**src/rtl/ctrl_pipe_pkg.sv**
```systemverilog
// Shared encodings for the pipeline controller: MIPS opcode/funct values,
// branch command codes, hazard FSM states and a branch-resolution helper.
package ctrl_pipe_pkg;

    localparam logic [5:0] OP_RTYPE = 6'b000000;
    localparam logic [5:0] OP_J     = 6'b000010;
    localparam logic [5:0] OP_BEQ   = 6'b000100;
    localparam logic [5:0] OP_BNE   = 6'b000101;
    localparam logic [5:0] OP_LW    = 6'b100011;
    localparam logic [5:0] OP_SW    = 6'b101011;

    // Immediate ALU ops share op[5:3]; R-type ALU ops share funct[5:4].
    localparam logic [2:0] OP_IMM_GRP = 3'b001;
    localparam logic [1:0] FN_ALU_GRP = 2'b10;

    localparam logic [5:0] FN_SLL = 6'b000000;
    localparam logic [5:0] FN_SRL = 6'b000010;
    localparam logic [5:0] FN_SRA = 6'b000011;

    localparam logic [1:0] BR_NONE = 2'b00;
    localparam logic [1:0] BR_BNE  = 2'b01;
    localparam logic [1:0] BR_J    = 2'b10;
    localparam logic [1:0] BR_BEQ  = 2'b11;

    typedef enum logic {
        ST_RUN   = 1'b0,
        ST_STALL = 1'b1
    } hz_state_e;

    // Resolves whether the ID-stage branch command redirects fetch.
    function automatic logic br_taken(input logic [1:0] cmd, input logic eq);
        logic taken;
        case (cmd)
            BR_J:    taken = 1'b1;
            BR_BEQ:  taken = eq;
            BR_BNE:  taken = ~eq;
            default: taken = 1'b0;
        endcase
        return taken;
    endfunction

endpackage

```
**src/rtl/ctrl_pipe_if.sv**
```systemverilog
// Instruction/status bundle between the fetch side (master) and the
// pipeline controller (slave).
interface ctrl_pipe_if #(
    parameter int WORD_LEN     = 32,
    parameter int EXE_CMD_LEN  = 4,
    parameter int REG_ADDR_LEN = 5
);
    logic [WORD_LEN-1:0]     instruction;
    logic                    freeze;
    logic                    br_eq;
    logic                    pc_stall;
    logic                    ifid_stall;
    logic                    if_flush;
    logic [1:0]              branch_cmd;
    logic [EXE_CMD_LEN-1:0]  ex_cmd;
    logic                    ex_is_imm;
    logic                    ex_result_sel;
    logic                    ex_shift_dir;
    logic                    mem_read_en;
    logic                    mem_write_en;
    logic                    wb_en;
    logic [REG_ADDR_LEN-1:0] wb_dst;

    modport master (
        output instruction, freeze, br_eq,
        input  pc_stall, ifid_stall, if_flush, branch_cmd,
        input  ex_cmd, ex_is_imm, ex_result_sel, ex_shift_dir,
        input  mem_read_en, mem_write_en, wb_en, wb_dst
    );

    modport slave (
        input  instruction, freeze, br_eq,
        output pc_stall, ifid_stall, if_flush, branch_cmd,
        output ex_cmd, ex_is_imm, ex_result_sel, ex_shift_dir,
        output mem_read_en, mem_write_en, wb_en, wb_dst
    );
endinterface

```
**src/rtl/ctrl_pipe_decode.sv**
```systemverilog
// Purely combinational ID-stage decode of one MIPS instruction word.
module ctrl_decode
    import ctrl_pipe_pkg::*;
#(
    parameter int WORD_LEN     = 32,
    parameter int EXE_CMD_LEN  = 4,
    parameter int REG_ADDR_LEN = 5,
    parameter int SRA_EN       = 0
) (
    input  logic [WORD_LEN-1:0]     instruction,
    output logic [1:0]              branch_cmd,
    output logic [EXE_CMD_LEN-1:0]  ex_cmd,
    output logic                    is_imm,
    output logic                    result_sel,
    output logic                    shift_dir,
    output logic                    mem_read,
    output logic                    mem_write,
    output logic                    wb_en,
    output logic [REG_ADDR_LEN-1:0] wb_dst,
    output logic [REG_ADDR_LEN-1:0] rs,
    output logic [REG_ADDR_LEN-1:0] rt,
    output logic                    reads_rt
);
    logic [5:0]              op;
    logic [5:0]              funct;
    logic [REG_ADDR_LEN-1:0] rd;
    logic                    is_alu;
    logic                    is_shift;
    logic                    is_immop;
    logic                    is_lw;
    logic                    is_sw;
    logic                    is_beq;
    logic                    is_bne;
    logic                    is_j;
    logic                    unused_shamt;

    // The shift amount is consumed by the datapath, not by control.
    assign unused_shamt = ^instruction[10:6];

    // Classify the instruction and derive every ID-stage control field.
    always_comb begin
        op    = instruction[31:26];
        funct = instruction[5:0];
        rs    = REG_ADDR_LEN'(instruction[25:21]);
        rt    = REG_ADDR_LEN'(instruction[20:16]);
        rd    = REG_ADDR_LEN'(instruction[15:11]);

        is_alu   = (op == OP_RTYPE) && (funct[5:4] == FN_ALU_GRP);
        is_shift = (op == OP_RTYPE) &&
                   ((funct == FN_SLL) || (funct == FN_SRL) ||
                    ((SRA_EN != 0) && (funct == FN_SRA)));
        is_immop = (op[5:3] == OP_IMM_GRP);
        is_lw    = (op == OP_LW);
        is_sw    = (op == OP_SW);
        is_beq   = (op == OP_BEQ);
        is_bne   = (op == OP_BNE);
        is_j     = (op == OP_J);

        if (is_j)        branch_cmd = BR_J;
        else if (is_beq) branch_cmd = BR_BEQ;
        else if (is_bne) branch_cmd = BR_BNE;
        else             branch_cmd = BR_NONE;

        ex_cmd = '0;
        if (is_alu || is_shift) ex_cmd = EXE_CMD_LEN'(funct[3:0]);
        else if (is_immop)      ex_cmd = EXE_CMD_LEN'(op[3:0]);

        is_imm     = is_immop || is_lw || is_sw || is_beq || is_bne || is_j;
        result_sel = is_shift;
        // SRL and SRA both have funct[1] set; SLL does not.
        shift_dir  = is_shift && funct[1];
        mem_read   = is_lw;
        mem_write  = is_sw;

        if (is_alu || is_shift)    wb_dst = rd;
        else if (is_immop || is_lw) wb_dst = rt;
        else                        wb_dst = '0;

        wb_en    = (is_alu || is_shift || is_immop || is_lw) &&
                   (wb_dst != '0) && (instruction != '0);
        reads_rt = is_alu || is_shift || is_sw || is_beq || is_bne;
    end

endmodule

```
**src/rtl/ctrl_pipe.sv**
```systemverilog
// Pipeline controller: ID/EX, EX/MEM and MEM/WB control registers, load-use
// stall FSM and branch flush. Decode is delegated to ctrl_decode.
//
// state    | meaning
// ---------+----------------------------------------------------------------
// ST_RUN   | normal issue; a load-use hazard here inserts the first bubble
// ST_STALL | extra bubbles; cnt_q = bubbles still owed including this one
//
// LOAD_USE_STALL (1..3) is the total bubble count per hazard. With a value
// of 1 the detecting RUN cycle is the only bubble and the FSM stays in RUN.
module ctrl_pipe
    import ctrl_pipe_pkg::*;
#(
    parameter int WORD_LEN       = 32,
    parameter int EXE_CMD_LEN    = 4,
    parameter int REG_ADDR_LEN   = 5,
    parameter int LOAD_USE_STALL = 1,
    parameter int SRA_EN         = 0
) (
    input  logic       clk,
    input  logic       rst,
    ctrl_pipe_if.slave bus
);
    localparam logic [1:0] STALL_RELOAD = 2'(LOAD_USE_STALL - 1);

    typedef struct packed {
        logic [EXE_CMD_LEN-1:0]  cmd;
        logic                    is_imm;
        logic                    result_sel;
        logic                    shift_dir;
        logic                    mem_read;
        logic                    mem_write;
        logic                    wb_en;
        logic [REG_ADDR_LEN-1:0] wb_dst;
    } idex_t;

    typedef struct packed {
        logic                    mem_read;
        logic                    mem_write;
        logic                    wb_en;
        logic [REG_ADDR_LEN-1:0] wb_dst;
    } exmem_t;

    typedef struct packed {
        logic                    wb_en;
        logic [REG_ADDR_LEN-1:0] wb_dst;
    } memwb_t;

    logic [1:0]              dec_branch_cmd;
    logic [EXE_CMD_LEN-1:0]  dec_cmd;
    logic                    dec_is_imm;
    logic                    dec_result_sel;
    logic                    dec_shift_dir;
    logic                    dec_mem_read;
    logic                    dec_mem_write;
    logic                    dec_wb_en;
    logic [REG_ADDR_LEN-1:0] dec_wb_dst;
    logic [REG_ADDR_LEN-1:0] dec_rs;
    logic [REG_ADDR_LEN-1:0] dec_rt;
    logic                    dec_reads_rt;

    idex_t     idex_q,  idex_d;
    exmem_t    exmem_q, exmem_d;
    memwb_t    memwb_q, memwb_d;
    hz_state_e state_q, state_d;
    logic [1:0] cnt_q,  cnt_d;

    logic hazard;
    logic stall_now;

    ctrl_decode #(
        .WORD_LEN     (WORD_LEN),
        .EXE_CMD_LEN  (EXE_CMD_LEN),
        .REG_ADDR_LEN (REG_ADDR_LEN),
        .SRA_EN       (SRA_EN)
    ) u_decode (
        .instruction (bus.instruction),
        .branch_cmd  (dec_branch_cmd),
        .ex_cmd      (dec_cmd),
        .is_imm      (dec_is_imm),
        .result_sel  (dec_result_sel),
        .shift_dir   (dec_shift_dir),
        .mem_read    (dec_mem_read),
        .mem_write   (dec_mem_write),
        .wb_en       (dec_wb_en),
        .wb_dst      (dec_wb_dst),
        .rs          (dec_rs),
        .rt          (dec_rt),
        .reads_rt    (dec_reads_rt)
    );

    // Load-use detection against the load in EX; only RUN may start a stall,
    // so the bubble behind a load is never mistaken for a new hazard.
    always_comb begin
        hazard = idex_q.mem_read && idex_q.wb_en && (idex_q.wb_dst != '0) &&
                 ((idex_q.wb_dst == dec_rs) ||
                  (dec_reads_rt && (idex_q.wb_dst == dec_rt)));
        stall_now = (state_q == ST_STALL) || ((state_q == ST_RUN) && hazard);
    end

    // Next-state for pipeline registers and stall FSM; freeze holds everything.
    always_comb begin
        idex_d  = idex_q;
        exmem_d = exmem_q;
        memwb_d = memwb_q;
        state_d = state_q;
        cnt_d   = cnt_q;
        if (!bus.freeze) begin
            memwb_d.wb_en      = exmem_q.wb_en;
            memwb_d.wb_dst     = exmem_q.wb_dst;
            exmem_d.mem_read   = idex_q.mem_read;
            exmem_d.mem_write  = idex_q.mem_write;
            exmem_d.wb_en      = idex_q.wb_en;
            exmem_d.wb_dst     = idex_q.wb_dst;
            if (stall_now) begin
                idex_d = '0;
            end else begin
                idex_d.cmd        = dec_cmd;
                idex_d.is_imm     = dec_is_imm;
                idex_d.result_sel = dec_result_sel;
                idex_d.shift_dir  = dec_shift_dir;
                idex_d.mem_read   = dec_mem_read;
                idex_d.mem_write  = dec_mem_write;
                idex_d.wb_en      = dec_wb_en;
                idex_d.wb_dst     = dec_wb_dst;
            end
            case (state_q)
                ST_RUN: begin
                    if (hazard) begin
                        cnt_d = STALL_RELOAD;
                        if (STALL_RELOAD != 2'd0) state_d = ST_STALL;
                    end
                end
                ST_STALL: begin
                    cnt_d = cnt_q - 2'd1;
                    if (cnt_q == 2'd1) state_d = ST_RUN;
                end
                default: begin
                    state_d = ST_RUN;
                    cnt_d   = '0;
                end
            endcase
        end
    end

    // All sequential state, cleared asynchronously by the active-low reset.
    always_ff @(posedge clk or negedge rst) begin
        if (!rst) begin
            idex_q  <= '0;
            exmem_q <= '0;
            memwb_q <= '0;
            state_q <= ST_RUN;
            cnt_q   <= '0;
        end else begin
            idex_q  <= idex_d;
            exmem_q <= exmem_d;
            memwb_q <= memwb_d;
            state_q <= state_d;
            cnt_q   <= cnt_d;
        end
    end

    // Combinational outputs are gated by reset so they read 0 while it is held.
    assign bus.pc_stall      = rst & (bus.freeze | stall_now);
    assign bus.ifid_stall    = rst & (bus.freeze | stall_now);
    assign bus.if_flush      = rst & ~bus.freeze & ~stall_now &
                               br_taken(dec_branch_cmd, bus.br_eq);
    assign bus.branch_cmd    = rst ? dec_branch_cmd : BR_NONE;
    assign bus.ex_cmd        = idex_q.cmd;
    assign bus.ex_is_imm     = idex_q.is_imm;
    assign bus.ex_result_sel = idex_q.result_sel;
    assign bus.ex_shift_dir  = idex_q.shift_dir;
    assign bus.mem_read_en   = exmem_q.mem_read;
    assign bus.mem_write_en  = exmem_q.mem_write;
    assign bus.wb_en         = memwb_q.wb_en;
    assign bus.wb_dst        = memwb_q.wb_dst;

endmodule

```
**src/flat_wrapper.sv**
```systemverilog
// flat-port wrapper written by rule: the top's interface ports become plain ports
module ctrl_pipe_flat import ctrl_pipe_pkg::*;
#(
    parameter int WORD_LEN       = 32,
    parameter int EXE_CMD_LEN    = 4,
    parameter int REG_ADDR_LEN   = 5,
    parameter int LOAD_USE_STALL = 1,
    parameter int SRA_EN         = 0
)
  (clk, rst, bus_instruction, bus_freeze, bus_br_eq, bus_pc_stall, bus_ifid_stall, bus_if_flush, bus_branch_cmd, bus_ex_cmd, bus_ex_is_imm, bus_ex_result_sel, bus_ex_shift_dir, bus_mem_read_en, bus_mem_write_en, bus_wb_en, bus_wb_dst);
  ctrl_pipe_if #(.WORD_LEN(WORD_LEN), .EXE_CMD_LEN(EXE_CMD_LEN), .REG_ADDR_LEN(REG_ADDR_LEN)) bus_i ();
  input  logic clk;
  input  logic rst;
  input wire logic [$bits(bus_i.instruction)-1:0] bus_instruction;
  input wire logic [$bits(bus_i.freeze)-1:0] bus_freeze;
  input wire logic [$bits(bus_i.br_eq)-1:0] bus_br_eq;
  output wire logic [$bits(bus_i.pc_stall)-1:0] bus_pc_stall;
  output wire logic [$bits(bus_i.ifid_stall)-1:0] bus_ifid_stall;
  output wire logic [$bits(bus_i.if_flush)-1:0] bus_if_flush;
  output wire logic [$bits(bus_i.branch_cmd)-1:0] bus_branch_cmd;
  output wire logic [$bits(bus_i.ex_cmd)-1:0] bus_ex_cmd;
  output wire logic [$bits(bus_i.ex_is_imm)-1:0] bus_ex_is_imm;
  output wire logic [$bits(bus_i.ex_result_sel)-1:0] bus_ex_result_sel;
  output wire logic [$bits(bus_i.ex_shift_dir)-1:0] bus_ex_shift_dir;
  output wire logic [$bits(bus_i.mem_read_en)-1:0] bus_mem_read_en;
  output wire logic [$bits(bus_i.mem_write_en)-1:0] bus_mem_write_en;
  output wire logic [$bits(bus_i.wb_en)-1:0] bus_wb_en;
  output wire logic [$bits(bus_i.wb_dst)-1:0] bus_wb_dst;
  assign bus_i.instruction = bus_instruction;
  assign bus_i.freeze = bus_freeze;
  assign bus_i.br_eq = bus_br_eq;
  assign bus_pc_stall = bus_i.pc_stall;
  assign bus_ifid_stall = bus_i.ifid_stall;
  assign bus_if_flush = bus_i.if_flush;
  assign bus_branch_cmd = bus_i.branch_cmd;
  assign bus_ex_cmd = bus_i.ex_cmd;
  assign bus_ex_is_imm = bus_i.ex_is_imm;
  assign bus_ex_result_sel = bus_i.ex_result_sel;
  assign bus_ex_shift_dir = bus_i.ex_shift_dir;
  assign bus_mem_read_en = bus_i.mem_read_en;
  assign bus_mem_write_en = bus_i.mem_write_en;
  assign bus_wb_en = bus_i.wb_en;
  assign bus_wb_dst = bus_i.wb_dst;
  ctrl_pipe #(.WORD_LEN(WORD_LEN), .EXE_CMD_LEN(EXE_CMD_LEN), .REG_ADDR_LEN(REG_ADDR_LEN), .LOAD_USE_STALL(LOAD_USE_STALL), .SRA_EN(SRA_EN)) u_core (.clk(clk), .rst(rst), .bus(bus_i));
endmodule
```
**config.mk**
```make
export PLATFORM = sky130hd
export DESIGN_NAME = ctrl_pipe_flat
export DESIGN_NICKNAME = d
export VERILOG_FILES = /design/src/rtl/ctrl_pipe_pkg.sv /design/src/rtl/ctrl_pipe_if.sv /design/src/rtl/ctrl_pipe_decode.sv /design/src/rtl/ctrl_pipe.sv /design/src/flat_wrapper.sv
export SDC_FILE = /design/constraint.sdc
export NUM_CORES = 1
export LEC_CHECK = 0
export BUFFER_PORTS_ARGS = -buffer_cell sky130_fd_sc_hd__clkbuf_2
export CORE_MARGIN = 10
export CORE_UTILIZATION = 54
export CTS_CLUSTER_SIZE = 40
export DETAILED_ROUTE_END_ITERATION = 12
export MAX_ROUTING_LAYER = met4
export PLACE_DENSITY = 0.9
export RECOVER_POWER = 100
export SLEW_MARGIN = 20
export SYNTH_ARGS = -nofsm -noshare
export SYNTH_HDL_FRONTEND = slang
export SYNTH_SLANG_ARGS = --single-unit
```
**constraint.sdc**
```tcl
create_clock -name clk -period 3.2 [get_ports clk]
set_input_delay 0 -clock clk [delete_from_list [all_inputs] [get_ports clk]]
set_output_delay 0 -clock clk [all_outputs]
set_load 0.005 [all_outputs]
```
==> flow_summary.ini <==
[clock_network]
cts_resized = 0
cts_max_path_buffers = 2
root_buffer = clkbuf_4
cts_inserted_buffers = 5
clk_latency_ns = 0.33
clkTransAtPathRegs_ns = 0.09
h-tree-depth = 2
clock_sinks = 32
hold_buffers = 3
post_cts_buffers = 0
cts_tree = yes

[synthesis]
synth-adder-area-share_pct = 0.717
synth_top_family_by_area = compound AO/OA/AOI/OAI gates
synth_edf_count = 0
synth_xor_area_share_pct = 6.03
yosysUniqueCellTypes = 40
netlist_instances = 163
ys_seq_area_share_pct = 45.9
syn-mean-instance-area_um2 = 10.7
synthMuxAreaShare_pct = 9.04
synth-simple-area-share_pct = 14.1
ys_warn_count = 0
syn_nets = 200
synthArstFlopShare_pct = 100
ys.flop_type = dfrtp_1
ys_ff_latch = 32
synth_area_um2 = 1740
synth_compound_area_share_pct = 17.1

[placed_design]
pre_cts_slack_ns = 0.892
place.gp.congestion = 0.840
placed_area_um2 = 1950
io_buffers = 50
place_hpwl_mm = 2.99

[pwr]
leakage_nw = 0.947
clkPwrFrac_pct = 38.3
power_uw = 885
peakVddDrop_mv = 0.316
power_frac_comb_pct = 12.7
switching_power_uw = 203
p_sw_share_pct = 23.0
internal-power_uw = 681
seqPwrFrac_pct = 49.0
powerDensity_nw_per_um2 = 432

[timing]
setup_slack_ns = 0.553
max_freq_mhz = 378
clock_skew_ns = 0.00447
setup_viol = 0
final.setup.tns_ns = 0
finalCritPeriodShare_pct = 82.7
period_needed_ns = 2.65
worst_slew_pin_slew_ns = 1.98
maxSlewViolCount = 49
rsz0062_at_grt = false
finalHoldViolCount = 0
slew_headroom_pct = -32.1

[critical_path]
worstSetupEndpointType = output pin
critical_path_arrival_ns = 2.65
start_kind = flop
cp.required_ns = 3.20
critPathKind = flop to output pin
crit_fanout = 19

[global_route]
grt_pass1_vias = 1446
grt_pass1_wl_mm = 6.71
track_usage_pct = 14.0
antenna_found_initial = 0
gr-total-overflow = 0
grt_max_degree = 49

[finish]
fill_cells = 284
multi_input_comb_area_um2 = 815
ff_latch_area_um2 = 801
fin_area_um2 = 2050
nets = 248
antennaDiodeCount = 0
layout-drive-gt1-share_pct = 27.4
syn_to_final_growth_pct = 17.4

[drt]
vias = 1416
wl_mm = 4.01
ant_nets = 0
avgRoutedWirePerCell_um = 15.6
dr.pass1.iters = 4
drt-initial-drc-count = 102
drc_errors = 0
vias_per_cell = 5.53

[floorplan]
die_h_um = 76.8
ios = 56
placementRows = 20
start_util_pct = 56.7
die_area_um2 = 5900
core_um2 = 3080
dieWidth_um = 76.8

[job]
cap_viol_max_count = 1

[worst_hold_path]
min_path_type = input pin to flop

[run_status]
status = complete, but fails checks
violations = capacitance limit, slew limit
[flip-flops by register name (all words and copies together) (netlist names), 2 cells and up]
name and cells:
u_core.bus.wb_dst 5, u_core.bus.ex_cmd 4, u_core.cnt_q 2, u_core.idex_q 8, u_core.exmem_q 6
[synth_stat cells (all sizes together) (3+ instances only)]
cell / n / area [µm²]
mux2: 14 / 158
dfrtp: 32 / 801
inv: 5 / 18.8
nand3: 3 / 15.0
nor2: 8 / 30.0
or4: 3 / 27.5
nor3: 3 / 15.0
clkbuf: 3 / 11.3
nor4: 3 / 18.8
o31ai: 12 / 90.1
a22oi: 9 / 67.6
xnor2: 6 / 52.6
buf: 9 / 85.1
xor2: 6 / 52.6
nand2: 20 / 75.1
[path summary, 6_finish.rpt]
kind	from	to	slack [ns]	depth (start not counted)
min reg2reg	u_core.bus.ex_is_imm$_DFFE_PN0N_	u_core.bus.ex_is_imm$_DFFE_PN0N_	0.49	2
max in group asynchronous	rst	u_core.idex_q[1]$_DFFE_PN0N_	2.68	3
max	u_core.idex_q[1]$_DFFE_PN0N_	bus_if_flush	0.55	6
min	bus_instruction[29]	u_core.idex_q[7]$_DFFE_PN0N_	0.01	4
min in group asynchronous	rst	u_core.exmem_q[5]$_DFFE_PN0N_	0.22	3
max reg2reg	u_core.idex_q[1]$_DFFE_PN0N_	u_core.bus.ex_shift_dir$_DFFE_PN0N_	0.84	5
[cells in the final DEF, fill, tap and decap left out, types with 3 or more instances in the layout]
cell type      synthesis  layout
clkbuf_2               0      30
clkbuf_4               0       5
mux2_2                14      14
nor2_1                 8       8
a22oi_1                9       9
xnor2_1                6       6
nand3_1                3       3
xor2_1                 6       6
nand2_1               20      20
nor4_1                 3       3
dlygate4sd3_1          0       3
o31ai_1               12      12
inv_1                  5       5
nor3_1                 3       3
clkbuf_1               3      20
dfrtp_1               32      32
[routing by layer]
layer / GRT usage [%] / routed length [µm] / vias up
met1: 17.0 / 1830 / 656
met3: 6.29 / 371 / 6
met2: 21.1 / 1770 / 64
li1: - / - / 690
met4: 2.97 / 34 / 0
met5: - / 0 / -
[power groups by stage]
stage               clock (mW)  combinational (mW)  sequential (mW)
floorplan                    0              0.0628            0.440
global placement             0               0.110            0.441
detailed placement           0               0.113            0.442
CTS                      0.348               0.116            0.434
global route             0.374               0.126            0.436
finish                   0.339               0.112            0.433
[layout make-up]
class | count | share of cell area (%)
clock buffer | 7 | 3.18
clock inverter | 1 | 1.47
multi-input combinational | 113 | 39.8
inverter | 5 | 0.917
tap | 44 | 2.69
sequential | 32 | 39.1
timing repair buffer | 54 | 12.8
[cells by family (layout without fill, tap and decap cells)]
logic type	Yosys count	in the layout
AOI/OAI and AO/OA	37	37
buffers and inverters	18	67
DFF	32	32
adders and majority gates	1	1
and+or+nand+nor	49	49
xor gates and xnor gates	12	12
muxes	14	14
[worst max-delay path, stage by stage (launching register included)]
cell and delay (ns):
dfrtp_1 0.44, or4_1 0.53, o211ai_1 0.24, nor4_1 0.11, a211o_1 0.53, nor4_1 0.31
clkbuf_1 0.16
[through the flow]
| stage | hold slack, ns | instances | util (%) |
|---|---|---|---|
| 6_report | 0.0143 | 256 | 66.5 |
| 3_3_place_gp | 0.0425 | 245 | 63.4 |
| 2_1_floorplan | -0.296 | 163 | - |
| 4_1_cts | 0.00536 | 256 | 67.5 |
| 3_5_place_dp | 0.0539 | 245 | 63.4 |
| 5_1_grt | 0.0146 | 256 | 66.5 |
No activity file was read; power rests on OpenSTA's default activity.
